[src/rtl/cpu4_pkg.sv]
// Shared definitions for the 4-bit microprocessor: instruction/data widths,
// opcode and ALU function encodings, and the sequencer state encoding.
package cpu4_pkg;

  localparam int INSTR_W = 8;
  localparam int DATA_W  = 4;

  localparam logic [3:0] OP_NOP = 4'h0;
  localparam logic [3:0] OP_LDI = 4'h1;
  localparam logic [3:0] OP_ADD = 4'h2;
  localparam logic [3:0] OP_SUB = 4'h3;
  localparam logic [3:0] OP_AND = 4'h4;
  localparam logic [3:0] OP_OR  = 4'h5;
  localparam logic [3:0] OP_XOR = 4'h6;
  localparam logic [3:0] OP_NOT = 4'h7;
  localparam logic [3:0] OP_JMP = 4'h8;
  localparam logic [3:0] OP_JZ  = 4'h9;
  localparam logic [3:0] OP_HLT = 4'hF;

  localparam logic [2:0] ALU_PASS_B = 3'd0;
  localparam logic [2:0] ALU_ADD    = 3'd1;
  localparam logic [2:0] ALU_SUB    = 3'd2;
  localparam logic [2:0] ALU_AND    = 3'd3;
  localparam logic [2:0] ALU_OR     = 3'd4;
  localparam logic [2:0] ALU_XOR    = 3'd5;
  localparam logic [2:0] ALU_NOT_A  = 3'd6;

  typedef enum logic [2:0] {
    S_IDLE      = 3'd0,
    S_FETCH     = 3'd1,
    S_EXEC      = 3'd2,
    S_WRITE     = 3'd3,
    S_HALT      = 3'd4,
    S_STEP_WAIT = 3'd5
  } state_t;

endpackage

[src/rtl/cpu4_dec.sv]
// Combinational instruction decoder: opcode -> ALU function and control
// flags. Opcodes A-E are illegal and decode exactly like NOP.
import cpu4_pkg::*;

module cpu4_dec (
  input  logic [3:0] opcode_i,
  output logic [2:0] alu_op_o,
  output logic       writes_acc_o,
  output logic       is_jmp_o,
  output logic       is_jz_o,
  output logic       is_hlt_o
);

  // Table lookup from opcode to control bundle; anything unlisted is a NOP.
  always_comb begin
    alu_op_o     = ALU_PASS_B;
    writes_acc_o = 1'b0;
    is_jmp_o     = 1'b0;
    is_jz_o      = 1'b0;
    is_hlt_o     = 1'b0;
    case (opcode_i)
      OP_LDI: begin alu_op_o = ALU_PASS_B; writes_acc_o = 1'b1; end
      OP_ADD: begin alu_op_o = ALU_ADD;    writes_acc_o = 1'b1; end
      OP_SUB: begin alu_op_o = ALU_SUB;    writes_acc_o = 1'b1; end
      OP_AND: begin alu_op_o = ALU_AND;    writes_acc_o = 1'b1; end
      OP_OR:  begin alu_op_o = ALU_OR;     writes_acc_o = 1'b1; end
      OP_XOR: begin alu_op_o = ALU_XOR;    writes_acc_o = 1'b1; end
      OP_NOT: begin alu_op_o = ALU_NOT_A;  writes_acc_o = 1'b1; end
      OP_JMP: is_jmp_o = 1'b1;
      OP_JZ:  is_jz_o  = 1'b1;
      OP_HLT: is_hlt_o = 1'b1;
      default: ;
    endcase
  end

endmodule

[src/rtl/cpu4_seq.sv]
// Fetch/execute sequencer for the 4-bit microprocessor.
// FETCH -> EXEC -> WRITE for ALU-class ops, FETCH -> EXEC for jumps/HLT.
// All outputs come straight from flops; next values are computed from the
// next state so each strobe lines up with the state it belongs to.
// Optional build macro SINGLE_STEP_EN adds step_i: after each instruction
// the sequencer parks in STEP_WAIT until step_i is seen high.
import cpu4_pkg::*;

module cpu4_seq #(
  parameter int PC_W = 4
) (
  input  logic               clk_i,
  input  logic               rst_i,
`ifdef SINGLE_STEP_EN
  input  logic               step_i,
`endif
  input  logic               start_i,
  input  logic [INSTR_W-1:0] instr_i,
  input  logic               acc_zero_i,
  output logic [PC_W-1:0]    pc_o,
  output logic               ir_ld_o,
  output logic [2:0]         alu_op_o,
  output logic [DATA_W-1:0]  operand_o,
  output logic               acc_ld_o,
  output logic               busy_o,
  output logic               halted_o
);

  state_t               state_q, state_d;
  state_t               next_fetch;
  logic [PC_W-1:0]      pc_q, pc_d;
  logic [INSTR_W-1:0]   ir_q, ir_d;
  logic [2:0]           alu_op_q, alu_op_d;
  logic [DATA_W-1:0]    operand_q, operand_d;
  logic                 ir_ld_q, ir_ld_d;
  logic                 acc_ld_q, acc_ld_d;
  logic                 busy_q, busy_d;
  logic                 halted_q, halted_d;

  logic [3:0]           dec_opcode;
  logic [2:0]           dec_alu_op;
  logic                 dec_writes_acc;
  logic                 dec_is_jmp;
  logic                 dec_is_jz;
  logic                 dec_is_hlt;
  logic [PC_W-1:0]      imm_pc;
  logic [PC_W-1:0]      pc_inc;

  // In FETCH decode the word arriving from memory (to register alu_op for
  // EXEC); otherwise decode the captured instruction.
  assign dec_opcode = (state_q == S_FETCH) ? instr_i[7:4] : ir_q[7:4];
  assign imm_pc     = PC_W'(ir_q[3:0]);
  assign pc_inc     = pc_q + PC_W'(1);

`ifdef SINGLE_STEP_EN
  assign next_fetch = step_i ? S_FETCH : S_STEP_WAIT;
`else
  assign next_fetch = S_FETCH;
`endif

  cpu4_dec u_dec (
    .opcode_i     (dec_opcode),
    .alu_op_o     (dec_alu_op),
    .writes_acc_o (dec_writes_acc),
    .is_jmp_o     (dec_is_jmp),
    .is_jz_o      (dec_is_jz),
    .is_hlt_o     (dec_is_hlt)
  );

  // State, PC, IR and registered outputs; reset clears everything at once.
  always_ff @(posedge clk_i or posedge rst_i) begin
    if (rst_i) begin
      state_q   <= S_IDLE;
      pc_q      <= '0;
      ir_q      <= '0;
      alu_op_q  <= '0;
      operand_q <= '0;
      ir_ld_q   <= 1'b0;
      acc_ld_q  <= 1'b0;
      busy_q    <= 1'b0;
      halted_q  <= 1'b0;
    end else begin
      state_q   <= state_d;
      pc_q      <= pc_d;
      ir_q      <= ir_d;
      alu_op_q  <= alu_op_d;
      operand_q <= operand_d;
      ir_ld_q   <= ir_ld_d;
      acc_ld_q  <= acc_ld_d;
      busy_q    <= busy_d;
      halted_q  <= halted_d;
    end
  end

  // Next-state, PC/IR update and next values of the registered outputs.
  always_comb begin
    state_d   = state_q;
    pc_d      = pc_q;
    ir_d      = ir_q;
    alu_op_d  = alu_op_q;
    operand_d = operand_q;
    case (state_q)
      S_IDLE, S_HALT: begin
        if (start_i) state_d = S_FETCH;
      end
      S_FETCH: begin
        ir_d      = instr_i;
        alu_op_d  = dec_alu_op;
        operand_d = instr_i[3:0];
        state_d   = S_EXEC;
      end
      S_EXEC: begin
        if (dec_is_hlt) begin
          state_d = S_HALT;
        end else if (dec_is_jmp) begin
          pc_d    = imm_pc;
          state_d = next_fetch;
        end else if (dec_is_jz) begin
          pc_d    = acc_zero_i ? imm_pc : pc_inc;
          state_d = next_fetch;
        end else begin
          state_d = S_WRITE;
        end
      end
      S_WRITE: begin
        pc_d    = pc_inc;
        state_d = next_fetch;
      end
`ifdef SINGLE_STEP_EN
      S_STEP_WAIT: begin
        if (step_i) state_d = S_FETCH;
      end
`endif
      default: state_d = S_IDLE;
    endcase
    // acc_ld rises on WRITE entry, one edge after alu_op settled on EXEC entry.
    ir_ld_d  = (state_d == S_FETCH);
    acc_ld_d = (state_q == S_EXEC) && (state_d == S_WRITE) && dec_writes_acc;
    busy_d   = (state_d == S_FETCH) || (state_d == S_EXEC) || (state_d == S_WRITE);
    halted_d = (state_d == S_HALT);
  end

  assign pc_o      = pc_q;
  assign ir_ld_o   = ir_ld_q;
  assign alu_op_o  = alu_op_q;
  assign operand_o = operand_q;
  assign acc_ld_o  = acc_ld_q;
  assign busy_o    = busy_q;
  assign halted_o  = halted_q;

endmodule

[config.mk]
export PLATFORM = sky130hd
export DESIGN_NAME = cpu4_seq
export DESIGN_NICKNAME = d
export VERILOG_FILES = /design/src/rtl/cpu4_pkg.sv /design/src/rtl/cpu4_dec.sv /design/src/rtl/cpu4_seq.sv
export SDC_FILE = /design/constraint.sdc
export NUM_CORES = 1
export LEC_CHECK = 0
export ABC_CLOCK_PERIOD_IN_PS = 3400
export CORE_AREA = 2 2 48 50
export DETAILED_ROUTE_END_ITERATION = 12
export DIE_AREA = 0 0 50 52
export DONT_BUFFER_PORTS = 1
export PLACE_DENSITY = 0.77
export SLEW_MARGIN = 40
export SYNTH_ARGS = -nofsm -noshare
export SYNTH_HDL_FRONTEND = slang
export SYNTH_HIERARCHICAL = 1
export SYNTH_SLANG_ARGS = --single-unit
[constraint.sdc]
create_clock -name clk_i -period 3.4 [get_ports clk_i]
set_input_delay 0.34 -clock clk_i [delete_from_list [all_inputs] [get_ports clk_i]]
set_output_delay 0.34 -clock clk_i [all_outputs]
set_load 0.02 [all_outputs]
==> impl_metrics.py, run 1 <==
metrics = {
    "finish": {
        "areaGrowthSynthToFinish_pct": 2.46,
        "fin_nets": 108,
        "diodes": 0,
        "drive_gt1_frac": 0.108,
        "fillers": 175,
    },
    "sta": {
        "slew_violations": 0,
        "slew_headroom": 0.697,
        "max_slew.worst_pin.slew_ns": 0.453,
        "setup-violations-final": 0,
        "clock_skew_ns": 0.00609,
        "period_needed_ns": 2.75,
        "finalHoldViolations": 0,
        "grt_setup_unrepaired": "false",
        "max_freq_mhz": 364,
        "min_period_over_period": 0.809,
        "fin_tns_setup_ns": 0,
        "setup_ws_ns": 0.650,
    },
    "worst_setup_path": {
        "crit_path_max_incr_delay_ns": 0.59,
        "cpLargestDelayFamily": "simple AND/OR/NAND/NOR gates",
        "r2r-start": "state_q[0]$_DFF_PP0_",
        "worstSetupEndpoint": "pc_o[0]$_DFFE_PP0P_",
        "critical_path_arrival_ns": 2.98,
        "rr_worst_depth": 10,
        "path_max_fanout": 11,
        "rrSetupSlack_ns": 0.65,
        "cp.depth": 10,
        "crit_type": "reg -> reg",
        "path_buf_inv": 1,
        "end_kind": "flip-flop",
        "reg2reg_to": "pc_o[0]$_DFFE_PP0P_",
        "critical_path.cell_chain": "nand2b_1 -> nor2_1 -> buf_4 -> mux2_1 -> nor3_1 -> and2_1 -> o21ba_1 -> o21ai_2 -> or3_1 -> nand3_1",
        "slowest_stage": "dfrtp_1",
        "critPathLaunch": "state_q[0]$_DFF_PP0_",
        "start_kind": "flip-flop",
        "worst_ep_required_time_ns": 3.63,
    },
    "yosys": {
        "synthArstFlopShare": 1.00,
        "yosys-mux-area-fraction": 0.144,
        "synth_common_cells": "dfrtp_1 (22), mux2_1 (11), nor2_1 (11), nand2_1 (7), buf_4 (5)",
        "synth_edf_count": 0,
        "synth.most_common_cell": "dfrtp_1",
        "synth_xor_area_frac": 0,
        "synth.largest_area_cell": "dfrtp_1",
        "synth_cells": 94,
        "syn-num-nets": 107,
        "synth_area_um2": 1070,
        "synth_area_leaders": "dfrtp_1 (52%), mux2_1 (12%), nor2_1 (3.9%)",
        "avgSynthCellArea_um2": 11.4,
        "yosys.area_share.simple": 0.177,
        "synth_top_area_share": 0.515,
        "synth_top_family_by_area": "simple AND/OR/NAND/NOR gates",
        "yosysSeqAreaShare": 0.515,
        "synth_seq_cells": 22,
        "synth_cell_types": 31,
        "synth-adder-area-share": 0.0117,
        "synthFlopType": "dfrtp_1",
        "yosys_warnings": 6,
        "synth_compound_area_frac": 0.0960,
    },
    "floorplan": {
        "core-area_um2": 2110,
        "io_pins": 27,
        "start_util": 0.507,
        "die_area_um2": 2600,
        "die_x_um": 50,
        "num_rows": 17,
        "dieHeight_um": 52,
    },
    "global_route": {
        "grt_pass1_wl_mm": 3.05,
        "track_usage": 0.159,
        "grt_max_degree": 23,
        "antenna_found_initial": 0,
        "grt_pass1_vias": 660,
        "grt_remaining_overflow": 0,
    },
    "pwr": {
        "ir_drop_mv": 0.523,
        "leakage_nw": 0.494,
        "powerDensity_nw_per_um2": 1050,
    },
    "clock_tree": {
        "cts_inserted_buffers": 3,
        "path_clk_slew_ns": 0.11,
        "clock_latency_ns": 0.29,
        "cts_sinks": 22,
        "post_cts_buffers": 0,
        "clockBufferDepth": 2,
        "clockRootBuffer": "clkbuf_4",
        "tritoncts": "done",
        "cts_htree_levels": 1,
    },
    "place": {
        "io_buffers": 0,
        "gp_congestion": 0.804,
        "dp_slack_ns": 0.709,
        "hpwl_mm": 1.30,
    },
    "detailed_routing": {
        "drc": 0,
        "vias": 688,
        "routed_wl_mm": 1.78,
        "via_per_inst": 5.69,
        "drtPass1Iterations": 4,
        "wire_per_inst_um": 14.7,
        "drtAntennaViolNets": 0,
        "drtIter0Drc": 6,
    },
    "job": {
        "drv_cap": 0,
    },
    "run_status": {
        "status": "complete, no violations",
    },
    "hold_path": {
        "hold_class": "in -> reg",
    },
}
[worst min path at each step]
stage	startpoint	end	slack, ns	cells past startpoint
after detailed placement	rst_i	ir_q[1]$_DFFE_PP0P_	0.44	1
after global routing	instr_i[0]	ir_q[0]$_DFFE_PP0P_	0.16	1
final	instr_i[0]	ir_q[0]$_DFFE_PP0P_	0.17	1
after global placement	rst_i	ir_q[1]$_DFFE_PP0P_	0.42	1
after CTS	rst_i	alu_op_o[2]$_DFFE_PP0P_	0.11	1
after floorplan	rst_i	acc_ld_o$_DFF_PP0_	0.33	1
[kinds of logic after synthesis]
kind of cell,after synthesis
DFF,22
muxes,14
AOI/OAI and AO/OA,13
adders and majority gates,1
buffers and inverters,9
and+or+nand+nor,35
[sequential cells by signal (all words and copies together) (netlist names)]
| signal | count |
|---|---|
| acc_ld_o | 1 |
| alu_op_o | 3 |
| busy_o | 1 |
| halted_o | 1 |
| ir_ld_o | 1 |
| ir_q | 8 |
| pc_o | 4 |
| state_q | 3 |
[power breakdown]
part           internal, mW  switching, mW  leakage, nW
clock                0.0412         0.0691       0.0138
sequential            0.375          0.185        0.269
combinational         0.217          0.262        0.211
[per-layer routing]
layer	routed length [µm]	track usage
met5	0	0
met4	14	0.0972
met3	130	0.0489
met2	821	0.241
met1	813	0.198
[through the flow]
| stage | cells | cell area [µm²] | hold slack (ns) | util | total power, mW |
|---|---|---|---|---|---|
| global route | 121 | 1090 | 0.156 | 0.520 | 1.25 |
| detailed placement | 117 | 1060 | 0.440 | 0.504 | 1.05 |
| global placement | 117 | 1060 | 0.420 | 0.504 | 1.02 |
| floorplan | 94 | 1070 | 0.329 | - | 0.993 |
| finish | 121 | 1090 | 0.174 | 0.520 | 1.15 |
| CTS | 120 | 1080 | 0.107 | 0.515 | 1.16 |
[cell usage in the layout, fill, tap and decap left out, types with 2 or more instances in the layout]
| master | Yosys | routed |
|---|---|---|
| nand2b_1 | 3 | 3 |
| nand2_1 | 7 | 7 |
| o21ai_1 | 2 | 2 |
| mux2i_1 | 3 | 3 |
| nand3_1 | 2 | 2 |
| mux2_1 | 11 | 11 |
| nor2_1 | 11 | 11 |
| inv_1 | 3 | 2 |
| clkbuf_4 | 0 | 3 |
| a22oi_1 | 3 | 3 |
| nor3_1 | 3 | 3 |
| dfrtp_1 | 22 | 22 |
[timing repair]
item                                   CTS  global route
endpoints found under the hold margin    0            22
hold buffers                             0             1
gates resized for setup                  0             0
[cell type report]
type                    count  area (µm²)  area share
repair buffers              2        17.5      0.0160
well taps                  28        35.0      0.0320
clock buffers               3        22.5      0.0206
inverters                   3        11.3      0.0103
multi-input cells          63         458       0.418
flip-flops and latches     22         551       0.503
Note: power is estimated with default switching activity, not from simulation.
==> run 2, diff against run 1 <==
Settings changed: ABC_CLOCK_PERIOD_IN_PS 3400 to 2260, PLACE_DENSITY 0.77 to 0.79.
Clock period 3.4 ns to 2.26 ns, I/O delays scaled along.
==> run 2 against run 1 <==
  * First-iteration DRC count shrank 50%
  * Die area stayed put
  * Critical endpoint is now pc_o[2]$_DFFE_PP0P_
  * Largest cell class unchanged
  * Design area increased by 15%
  * Fmax up 26%
  * Wire length increased by 8.2%
==> impl_metrics.py, run 2 (synthesis gave the netlist of run 1 again) <==
metrics = {
    "worst_setup_path": {
        "path_max_fanout": 7,
        "critical_path.cell_chain": "nand2b_4 -> nor2_4 -> buf_6 -> mux2_4 -> nor3_4 -> and2_4 -> nor2_4 -> a21oi_4 -> mux2i_1 -> a22oi_1",
        "start_kind": "flip-flop",
        "crit_path_max_incr_delay_ns": 0.39,
        "critPathMostFrequentCell": "nor2_4",
        "worst_ep_required_time_ns": 2.45,
        "critical_path_arrival_ns": 2.37,
        "end_kind": "flip-flop",
        "crit_type": "reg -> reg",
        "cpLargestDelayFamily": "simple AND/OR/NAND/NOR gates",
        "path_buf_inv": 1,
        "slowest_stage": "dfrtp_1",
    },
    "place": {
        "hpwl_mm": 1.45,
        "gp_congestion": 0.754,
        "io_buffers": 0,
    },
    "clock_tree": {
        "tritoncts": "done",
        "cts_inserted_buffers": 3,
        "path_clk_slew_ns": 0.11,
        "cts_htree_levels": 1,
        "cts_sinks": 22,
        "clock_latency_ns": 0.31,
        "clockBufferDepth": 2,
        "clockRootBuffer": "clkbuf_4",
    },
    "floorplan": {
        "die_x_um": 50,
        "num_rows": 17,
        "io_pins": 27,
        "start_util": 0.507,
        "die_area_um2": 2600,
        "dieHeight_um": 52,
        "core-area_um2": 2110,
    },
    "detailed_routing": {
        "routed_wl_mm": 1.93,
        "vias": 725,
        "wire_per_inst_um": 14.2,
        "drtAntennaViolNets": 0,
        "drtPass1Iterations": 2,
        "drc": 0,
        "drtIter0Drc": 3,
        "via_per_inst": 5.33,
    },
    "pwr": {
        "p_comb_frac": 0.525,
        "p_int_mw": 1.21,
        "total_power_mw": 2.09,
        "switchingPower_mw": 0.879,
        "ir_drop_mv": 0.858,
        "leakage_nw": 0.588,
        "switching_share": 0.421,
        "power.share.clock": 0.082,
        "p_seq_frac": 0.392,
        "powerDensity_nw_per_um2": 1650,
    },
    "global_route": {
        "grt_pass1_wl_mm": 3.25,
        "grt_remaining_overflow": 0,
        "grt_pass1_vias": 788,
        "track_usage": 0.172,
        "antenna_found_initial": 0,
        "grt_max_degree": 23,
    },
    "finish": {
        "top_register": "ir_q",
        "fillers": 166,
        "largest_register_ffs": 8,
        "areaGrowthSynthToFinish_pct": 18.3,
        "multi_input_area_um2": 510,
        "diodes": 0,
        "postLayoutCoreUtil": 0.600,
        "fin_nets": 123,
        "drive_gt1_frac": 0.333,
        "final_common_cell": "dfrtp_1",
        "seqCellArea_um2": 551,
        "most-common-layout-cells": "dfrtp_1 (22), buf_4 (15), nor2_1 (9)",
    },
    "run_status": {
        "status": "complete, no violations",
    },
    "hold_path": {
        "hold_class": "in -> reg",
    },
    "sta": {
        "period_needed_ns": 2.18,
        "setup-violations-final": 0,
        "grt_setup_unrepaired": "true",
        "max_slew.worst_pin.slew_ns": 0.442,
        "slew_violations": 0,
        "worst_hold_slack_ns": 0.0446,
        "max_freq_mhz": 458,
        "slew_headroom": 0.705,
        "finalHoldViolations": 0,
        "min_period_over_period": 0.965,
        "clock_skew_ns": 0.00366,
    },
    "job": {
        "drv_cap": 0,
    },
}
[run 2: stage by stage]
stage | instances | instance area [µm²] | setup WS [ns] | TNS, ns
after floorplan | 94 | 1100 | 0.00296 | 0
final | 136 | 1260 | 0.0788 | 0
after detailed placement | 124 | 1150 | -0.0162 | -0.0209
after CTS | 129 | 1200 | 0.00225 | 0
after global placement | 124 | 1150 | 0.0752 | 0
after global routing | 136 | 1260 | -0.0498 | -0.167
[run 2: cell type report]
cell class,instances,share of cell area
sequential,22,0.436
multi-input combinational,63,0.404
timing repair buffer,17,0.106
tap,28,0.0277
clock buffer,3,0.0178
inverter,3,0.00891
[run 2: per-layer routing]
| metal | global-route usage | vias up | wire length, µm |
|---|---|---|---|
| met4 | 0.120 | 0 | 40 |
| met5 | 0 | - | 0 |
| met3 | 0.0431 | 5 | 106 |
| met1 | 0.181 | 351 | 809 |
| li1 | - | 354 | - |
| met2 | 0.298 | 15 | 970 |
[run 2: what timing repair did]
action,4_1_cts,5_1_grt
pin swaps,0,7
endpoints found under the setup margin,2,5
gates resized for setup,2,5
setup buffers,1,7
hold endpoints to repair,22,0
hold buffers,1,0
[run 2: power by group through the flow]
| stage | clock, mW | combinational, mW | sequential, mW |
|---|---|---|---|
| 2_1_floorplan | 0 | 0.830 | 0.747 |
| 3_3_place_gp | 0 | 0.890 | 0.823 |
| 3_5_place_dp | 0 | 0.930 | 0.831 |
| 4_1_cts | 0.177 | 0.976 | 0.821 |
| 5_1_grt | 0.188 | 1.21 | 0.844 |
| 6_report | 0.172 | 1.10 | 0.818 |
[run 2: worst paths after layout]
kind / from / to / slack (ns) / depth (start not counted)
max: state_q[1]$_DFF_PP0_ / pc_o[2]$_DFFE_PP0P_ / 0.08 / 10
min: instr_i[3] / ir_q[3]$_DFFE_PP0P_ / 0.04 / 1
max reg2reg: state_q[1]$_DFF_PP0_ / pc_o[2]$_DFFE_PP0P_ / 0.08 / 10
min reg2reg: ir_q[4]$_DFFE_PP0P_ / ir_q[4]$_DFFE_PP0P_ / 0.57 / 1
max in group asynchronous: rst_i / ir_q[3]$_DFFE_PP0P_ / 1.59 / 2
min in group asynchronous: rst_i / alu_op_o[1]$_DFFE_PP0P_ / 0.37 / 2
[run 2: worst reg2reg max path, stage by stage, from the launching register on]
cell and delay [ns]:
dfrtp_1 0.39, nand2b_4 0.15, nor2_4 0.09, buf_6 0.13, mux2_4 0.34, nor3_4 0.20, and2_4 0.19, nor2_4 0.04
a21oi_4 0.21, mux2i_1 0.22, a22oi_1 0.10
